==> src/rtl/cr_integrity_multi.sv <==
// Multi-region write-integrity monitor: flags CPU/DMA writes into protected
// windows, holds the core in reset until the reset handler is fetched.
module cr_region_chk #(
  parameter logic [15:0] BASE = 16'h0160,
  parameter logic [15:0] END  = 16'h01FF
) (
  input  logic [15:0] addr_i,
  output logic        hit_o
);
  // base > end yields an empty window without special casing
  assign hit_o = (addr_i >= BASE) && (addr_i <= END);
endmodule

module cr_integrity_multi #(
  parameter int                        N_REGIONS      = 4,
  parameter logic [16*N_REGIONS-1:0]   REGION_BASE    = {N_REGIONS{16'h0160}},
  parameter logic [16*N_REGIONS-1:0]   REGION_END     = {N_REGIONS{16'h01FF}},
  parameter logic [N_REGIONS-1:0]      REGION_TRUSTED = {N_REGIONS{1'b0}},
  parameter logic [15:0]               TRUST_BASE     = 16'hE000,
  parameter logic [15:0]               TRUST_END      = 16'hE3FF,
  parameter logic [15:0]               RESET_HANDLER  = 16'h0000,
  parameter int                        MIN_RST_CYCLES = 4
) (
  input  logic        clk,
  input  logic        reset_n,
  input  logic [15:0] pc,
  input  logic [15:0] data_addr,
  input  logic        data_wr,
  input  logic [15:0] dma_addr,
  input  logic        dma_en,
  input  logic        dma_we,
  output logic        reset,
  output logic [2:0]  viol_region,
  output logic [1:0]  viol_src,
  output logic [7:0]  viol_count
);
  typedef enum logic [1:0] {RUN, HOLD, WAIT_RH} state_e;

  localparam logic [7:0] HOLD_LOAD = 8'(MIN_RST_CYCLES - 1);

  state_e         state_q, state_d;
  logic [7:0]     hold_cnt_q, hold_cnt_d;
  logic           reset_q, reset_d;
  logic [2:0]     region_q, region_d;
  logic [1:0]     src_q, src_d;
  logic [7:0]     count_q, count_d;

  logic [N_REGIONS-1:0] cpu_raw, dma_raw, cpu_hit, dma_hit, any_hit;
  logic                 pc_trusted, cpu_viol, dma_viol, viol;
  logic [2:0]           low_idx;

  assign pc_trusted = (pc >= TRUST_BASE) && (pc <= TRUST_END);

  for (genvar g = 0; g < N_REGIONS; g++) begin : g_reg
    cr_region_chk #(.BASE(REGION_BASE[16*g +: 16]), .END(REGION_END[16*g +: 16]))
      u_cpu (.addr_i(data_addr), .hit_o(cpu_raw[g]));
    cr_region_chk #(.BASE(REGION_BASE[16*g +: 16]), .END(REGION_END[16*g +: 16]))
      u_dma (.addr_i(dma_addr), .hit_o(dma_raw[g]));
    assign cpu_hit[g] = data_wr && cpu_raw[g] && !(REGION_TRUSTED[g] && pc_trusted);
    assign dma_hit[g] = dma_en && dma_we && dma_raw[g];
  end

  assign any_hit  = cpu_hit | dma_hit;
  assign cpu_viol = |cpu_hit;
  assign dma_viol = |dma_hit;
  assign viol     = cpu_viol | dma_viol;

  always_comb begin
    low_idx = '0;
    for (int i = N_REGIONS - 1; i >= 0; i--)
      if (any_hit[i]) low_idx = 3'(i);
  end

  always_comb begin
    state_d    = state_q;
    hold_cnt_d = hold_cnt_q;
    reset_d    = viol || (state_q != RUN);
    region_d   = region_q;
    src_d      = src_q;
    count_d    = count_q;
    if (viol) begin
      region_d = low_idx;
      src_d    = {dma_viol, cpu_viol};
      if (count_q != 8'hFF) count_d = count_q + 8'd1;
    end
    case (state_q)
      RUN: if (viol) begin
        state_d    = HOLD;
        hold_cnt_d = HOLD_LOAD;
      end
      HOLD: begin
        if (viol)                   hold_cnt_d = HOLD_LOAD;
        else if (hold_cnt_q == '0)  state_d    = WAIT_RH;
        else                        hold_cnt_d = hold_cnt_q - 8'd1;
      end
      WAIT_RH: begin
        if (viol) begin
          state_d    = HOLD;
          hold_cnt_d = HOLD_LOAD;
        end else if (pc == RESET_HANDLER) begin
          state_d = RUN;
          reset_d = 1'b0;
        end
      end
      default: begin
        state_d    = HOLD;
        hold_cnt_d = HOLD_LOAD;
      end
    endcase
  end

  always_ff @(posedge clk) begin
    if (!reset_n) begin
      state_q    <= HOLD;
      hold_cnt_q <= HOLD_LOAD;
      reset_q    <= 1'b1;
      region_q   <= '0;
      src_q      <= '0;
      count_q    <= '0;
    end else begin
      state_q    <= state_d;
      hold_cnt_q <= hold_cnt_d;
      reset_q    <= reset_d;
      region_q   <= region_d;
      src_q      <= src_d;
      count_q    <= count_d;
    end
  end

  assign reset       = reset_q;
  assign viol_region = region_q;
  assign viol_src    = src_q;
  assign viol_count  = count_q;
endmodule

==> config.mk <==
export PLATFORM = sky130hd
export DESIGN_NAME = cr_integrity_multi
export DESIGN_NICKNAME = d
export VERILOG_FILES = /design/src/rtl/cr_integrity_multi.sv
export SDC_FILE = /design/constraint.sdc
export NUM_CORES = 1
export LEC_CHECK = 0
export ABC_CLOCK_PERIOD_IN_PS = 3000
export CELL_PAD_IN_SITES_DETAIL_PLACEMENT = 1
export CELL_PAD_IN_SITES_GLOBAL_PLACEMENT = 2
export CORE_MARGIN = 3
export CORE_UTILIZATION = 19
export DETAILED_ROUTE_END_ITERATION = 12
export PLACE_DENSITY_LB_ADDON = 0.1
export SLEW_MARGIN = 30
export SYNTH_ARGS = -nofsm -noshare
export SYNTH_HDL_FRONTEND = slang
export SYNTH_SLANG_ARGS = --single-unit
export TNS_END_PERCENT = 20
==> constraint.sdc <==
create_clock -name clk -period 3 [get_ports clk]
set_input_delay 0.6 -clock clk [delete_from_list [all_inputs] [get_ports clk]]
set_output_delay 0.6 -clock clk [all_outputs]
set_load 0.05 [all_outputs]
**After elaboration in Yosys (flattened, before gate mapping)**

Index checks and enable logic that the tools add are counted.
Widths: inputs -> output; s select.

- Output and inout port bits: 14
- Bits of input ports: 53
- Register bits after elaboration: 24

- Reductions and logical operators: 14
- Mux-type cells: 17
- Bitwise gates (word level): 2
- Equal/unequal tests: 9
- Add/sub/neg operators: 2
- Magnitude comparators: 4

Operators by type and width:

| operator | count |
|---|---|
| $ge 16x9->1 const B | 2 |
| $le 16x9->1 const B | 2 |
| $mux 8 | 3 |
| $mux 2 | 9 |
| $logic_not 16->1 | 1 |
| $pmux 8 s2 | 1 |
| $add 8x1->8 const B | 1 |
| $logic_not 8->1 | 1 |
| $ne 8x8->1 const B | 1 |
| $sub 8x1->8 const B | 1 |
| $ne 2x2->1 const B | 3 |
| $ne 3x3->1 const B | 2 |
| $pmux 2 s3 | 1 |
| $logic_and 1x1->1 | 5 |
| $or 4x4->4 | 1 |
| $reduce_and 2->1 | 2 |
| $reduce_and 4->1 | 1 |
| $mux 1 | 3 |
| $eq 2x1->1 const B | 1 |
| $eq 2x2->1 const B | 1 |
| $logic_not 2->1 | 1 |
| $ne 2x1->1 const B | 1 |
| $reduce_bool 2->1 | 1 |
| $reduce_or 2->1 | 1 |
| 2 further kinds | 2 |

**Depth between registers and ports, before layout**

- Depth in word-level cells: 8
- Gate-level depth with buffers: 7
- Depth with buffers taken out: 7

**Cells and area by module**

A second synthesis with hierarchy kept.

- Cell total of the unflattened synthesis: 179
- Area, all modules: 1590.3 sq um

Modules (own cells, without submodules):

| module | instances | sequential area each (sq um) | area each (sq um) | cells each |
|---|---|---|---|---|
| cr_integrity_multi | 1 | 460.4 | 1330.0 | 147 |
| cr_region_chk | 8 | 0.0 | 32.5 | 4 |

**Worst setup path before layout**

No wires, ideal clock.

- Path type: input to register
- From: input data_addr[15]
- To: register count_q[7] (netlist: viol_count[7])
- Required time: 2.930 ns
- Cell stages on the path: 6
- Slack: 0.412 ns
- Data arrival time: 2.518 ns
- Library setup time: 0.070 ns
- Path buffers: 1
- Cell sequence: or4_1 -> or4_1 -> and2_1 -> buf_6 -> or4_1 -> a21boi_1

- Word-level cells in the longest chain between the ends: 5
- Elaborated cells between the ends (all ways): 6

Ends and longest elaborated chain:

| element | RTL line | RTL |
|---|---|---|
| start, declared | 27 | `input logic [15:0] data_addr,` |
| $ge 16x9->1 or $le 16x9->1 (tied branches) | 11 | `assign hit_o = (addr_i >= BASE) && (addr_i <= END);` |
| $logic_and 1x1->1 (*) | 11 |  |
| $logic_and 1x1->1 (*) | 59 | `assign cpu_hit[g] = data_wr && cpu_raw[g] && !(REGION_TRUSTED[g] && pc_trusted);` |
| $or 1x1->1 (*) | 66 | `assign viol = cpu_viol \| dma_viol;` |
| $reduce_and 2->1 (no line) (*) | n/a |  |
| end signal, assigned | 126 | `count_q <= count_d;` |
| end, declared | 46 | `logic [7:0] count_q, count_d;` |

Every way passes the cells marked *; elsewhere a longest branch is shown, timed or not.
A chain may end at the register's enable or synchronous reset.

**Worst setup path after layout**

Ends and elaborated chain as after synthesis.

==> results.json <==
{
  "required_ps": 3190,
  "die_y_microns": 82.8,
  "postLayoutCoreUtil": 0.321,
  "timing.critical_path.to": "viol_count[7]$_SDFFE_PN0P_",
  "peakVddDrop_uv": 160,
  "rows": 27,
  "synth_area_sq_um": 1120,
  "cts_buffer_depth": 2,
  "report.final.setup_viol": 0,
  "antenna_left": 0,
  "grt-ovfl-total": 0,
  "clock_tree.root_cell": "sky130_fd_sc_hd__clkbuf_8",
  "status": "finished, final reports clean",
  "yosys.area.top_type_share": 0.375,
  "slew_viol_final": 0,
  "postSynthAreaPerCell_sq_um": 8.69,
  "area_growth_pct": 60.7,
  "final_layout_size_suffix_gt1_frac": 0.0691,
  "post-route-drc-count": 0,
  "num-nets-final": 245,
  "synthMostInstantiatedCell": "sky130_fd_sc_hd__dfxtp_1",
  "io_buffers": 53,
  "design_area_sq_um": 1800,
  "total_wire_length_microns": 3440,
  "routabilityCongestion": 0.684,
  "htreeDepth": 1,
  "cts.clk_slew.worst_paths_ps": 80,
  "grt_start_max_net_pins": 17,
  "initial_utilization": 0.200,
  "power.switching_fraction": 0.309,
  "post_cts_hold_buffer_count": 0,
  "hold_viol_final": 0,
  "coreArea_sq_um": 5610,
  "p_int_w": 0.000561,
  "ioPinCount": 67,
  "p_per_area_nw_per_um2": 451,
  "viasPerCell": 4.49,
  "power_switching_w": 0.000250,
  "yosys.cell_types.count": 39,
  "initial_antenna_violation_count": 0,
  "arrival_ps": 2880,
  "antenna-diode-count": 0,
  "drt-wirelength-per-cell_microns": 13.2,
  "crit-reg2reg-capture": "hold_cnt_q[1]$_SDFFE_PN1P_",
  "grtUsageTotal": 0.101,
  "dpl-instance-area_sq_um": 1760,
  "worst_clock_skew_ps": 2.00,
  "min_period_ps": 2690,
  "first_global_vias": 1219,
  "floorplan.die_area_sq_um": 6860,
  "clock_insertion_delay_at_the_later_pin_of_the_skew_report_ps": 250,
  "max_cap_violations": 0,
  "worst_hold_startpoint": "viol_src[1]$_SDFFE_PN0P_",
  "synth.area.top_cells": "sky130_fd_sc_hd__dfxtp_1, sky130_fd_sc_hd__xnor2_1, sky130_fd_sc_hd__mux2i_1, sky130_fd_sc_hd__nand2_1, sky130_fd_sc_hd__ha_1",
  "slew_headroom": 0.655,
  "cts_inserted_buffers": 3,
  "critical_path_start": "data_addr[15]",
  "timing.hold.worst.class": "flip-flop to flip-flop",
  "maximum_clock_frequency_mhz": 372,
  "first_iter_violations": 42,
  "post_cts.resized_instances": 0,
  "synth_async_sr_flop_share": 0,
  "setup_slack_of_the_worst_register_to_register_path_ps": 930,
  "worst_r2r_path_depth": 7,
  "detailed_place_hpwl_microns": 2880,
  "sequential_cell_area_fraction_in_the_yosys_report": 0.375,
  "die_x_microns": 82.8,
  "synth_edf_count": 0,
  "clock_sink_count": 21,
  "ys_ff_latch": 21,
  "r2r_start": "hold_cnt_q[0]$_SDFFE_PN1P_",
  "power_frac_seq": 0.432,
  "tritoncts": "yes",
  "route.vias.total": 1167,
  "setup.worst_path.start_class": "input port",
  "yosys_most_used_dff": "sky130_fd_sc_hd__dfxtp_1",
  "synth_common_cells": "sky130_fd_sc_hd__dfxtp_1, sky130_fd_sc_hd__nand2_1, sky130_fd_sc_hd__nor2_1, sky130_fd_sc_hd__xnor2_1",
  "post_cts.repair.setup_buffers": 0,
  "firstDrtPassIters": 4,
  "unrepaired_setup_endpoints_after_global_routing": "no",
  "power_frac_comb": 0.341,
  "critical_path.endpoint_type": "flip-flop",
  "power_frac_clock": 0.227,
  "path_class": "input port to flip-flop",
  "max_slew.worst_pin.slew_ps": 516,
  "crit_path_max_fanout": 3,
  "fin_worst_hold_slack_ps": 472,
  "syn-instance-count": 129,
  "global_route_wire_length_before_repair_microns": 5800,
  "netlist.top_cell.by_area": "sky130_fd_sc_hd__dfxtp_1",
  "p_leak_nw": 0.682,
  "final.period_utilization": 0.896,
  "yosysWarnings": 0
}
==> kinds of logic (layout without fill, tap and decap cells) <==
group                    count (synthesis)  after routing  share of synthesized area
AO/OA/AOI/OAI                           19             19                      0.126
flip-flops                              21             21                      0.375
AND/OR/NAND/NOR                         60             60                      0.298
XOR/XNOR                                 8              8                     0.0625
multiplexers                             5              5                     0.0446
other                                    1              3                    0.00335
adder cells (fa/ha/maj)                  3              3                     0.0335
buffers and inverters                   12             69                     0.0569
==> sequential cells by signal, indices dropped and copies added, names as in the netlist <==
| register | flops |
|---|---|
| state_q | 2 |
| hold_cnt_q | 8 |
| viol_src | 2 |
| viol_count | 8 |
| reset | 1 |
==> critical path: stages <==
cell                              delay, ps
sky130_fd_sc_hd__clkdlybuf4s50_1        390
sky130_fd_sc_hd__or4_1                  510
sky130_fd_sc_hd__or4_1                  530
sky130_fd_sc_hd__and2_1                 210
sky130_fd_sc_hd__or4_1                  500
sky130_fd_sc_hd__a21boi_1               140
==> final cells by class <==
type                            count  area, sq um
Clock buffer                        4         45.0
Fill cell                         685         3810
Inverter                            5         18.8
Multi-Input combinational cell     98          644
Sequential cell                    21          420
Tap cell                           72         90.1
Timing Repair Buffer               60          583
==> metal layers <==
layer  global-route usage  wire length (microns)
met4               0.0312                     34
met2                0.179                   1690
met3               0.0268                    256
met5                    0                      0
met1                0.119                   1460
==> layout by cell type (no fill, tap or decap), drive strengths merged, types with 2 or more instances in the layout <==
cell and instances:
nor2b 2, nand2b 5, mux2i 5, buf 7, xnor2 7, a21boi 3
clkbuf 4, or3 3, a21oi 3, nor3 2, ha 3, nand4 4
nand3 5, dfxtp 21, conb 3, or4 5, nand2 13, nor4b 2
and2 2, nor2 8, nor4 4, clkdlybuf4s50 53, inv 5, a31oi 5
==> power by group through the flow <==
stage | Sequential, W | Clock [W] | Combinational, W
4_1_cts | 0.000352 | 0.000198 | 0.000282
6_report | 0.000351 | 0.000185 | 0.000277
5_1_grt | 0.000361 | 0.000212 | 0.000315
2_1_floorplan | 0.000354 | 0 | 0.000173
3_3_place_gp | 0.000357 | 0 | 0.000273
3_5_place_dp | 0.000358 | 0 | 0.000280
==> through the flow <==
stage          power (W)  TNS [ps]  cells  setup slack [ps]
6_report        0.000812         0    260               313
5_1_grt         0.000888         0    260               195
4_1_cts         0.000831         0    260               288
3_5_place_dp    0.000638    -0.217    256            -0.217
3_3_place_gp    0.000630         0    256              27.1
2_1_floorplan   0.000527         0    131               412
==> worst min-delay path by stage <==
stage	endpoint	cells after the start
2_1_floorplan	reset$_SDFF_PN1_	2
3_3_place_gp	viol_src[0]$_SDFFE_PN0P_	2
3_5_place_dp	viol_src[1]$_SDFFE_PN0P_	2
4_1_cts	viol_src[1]$_SDFFE_PN0P_	2
5_1_grt	viol_src[1]$_SDFFE_PN0P_	2
6_report	viol_src[1]$_SDFFE_PN0P_	2
(Power assumes the default switching activity.)
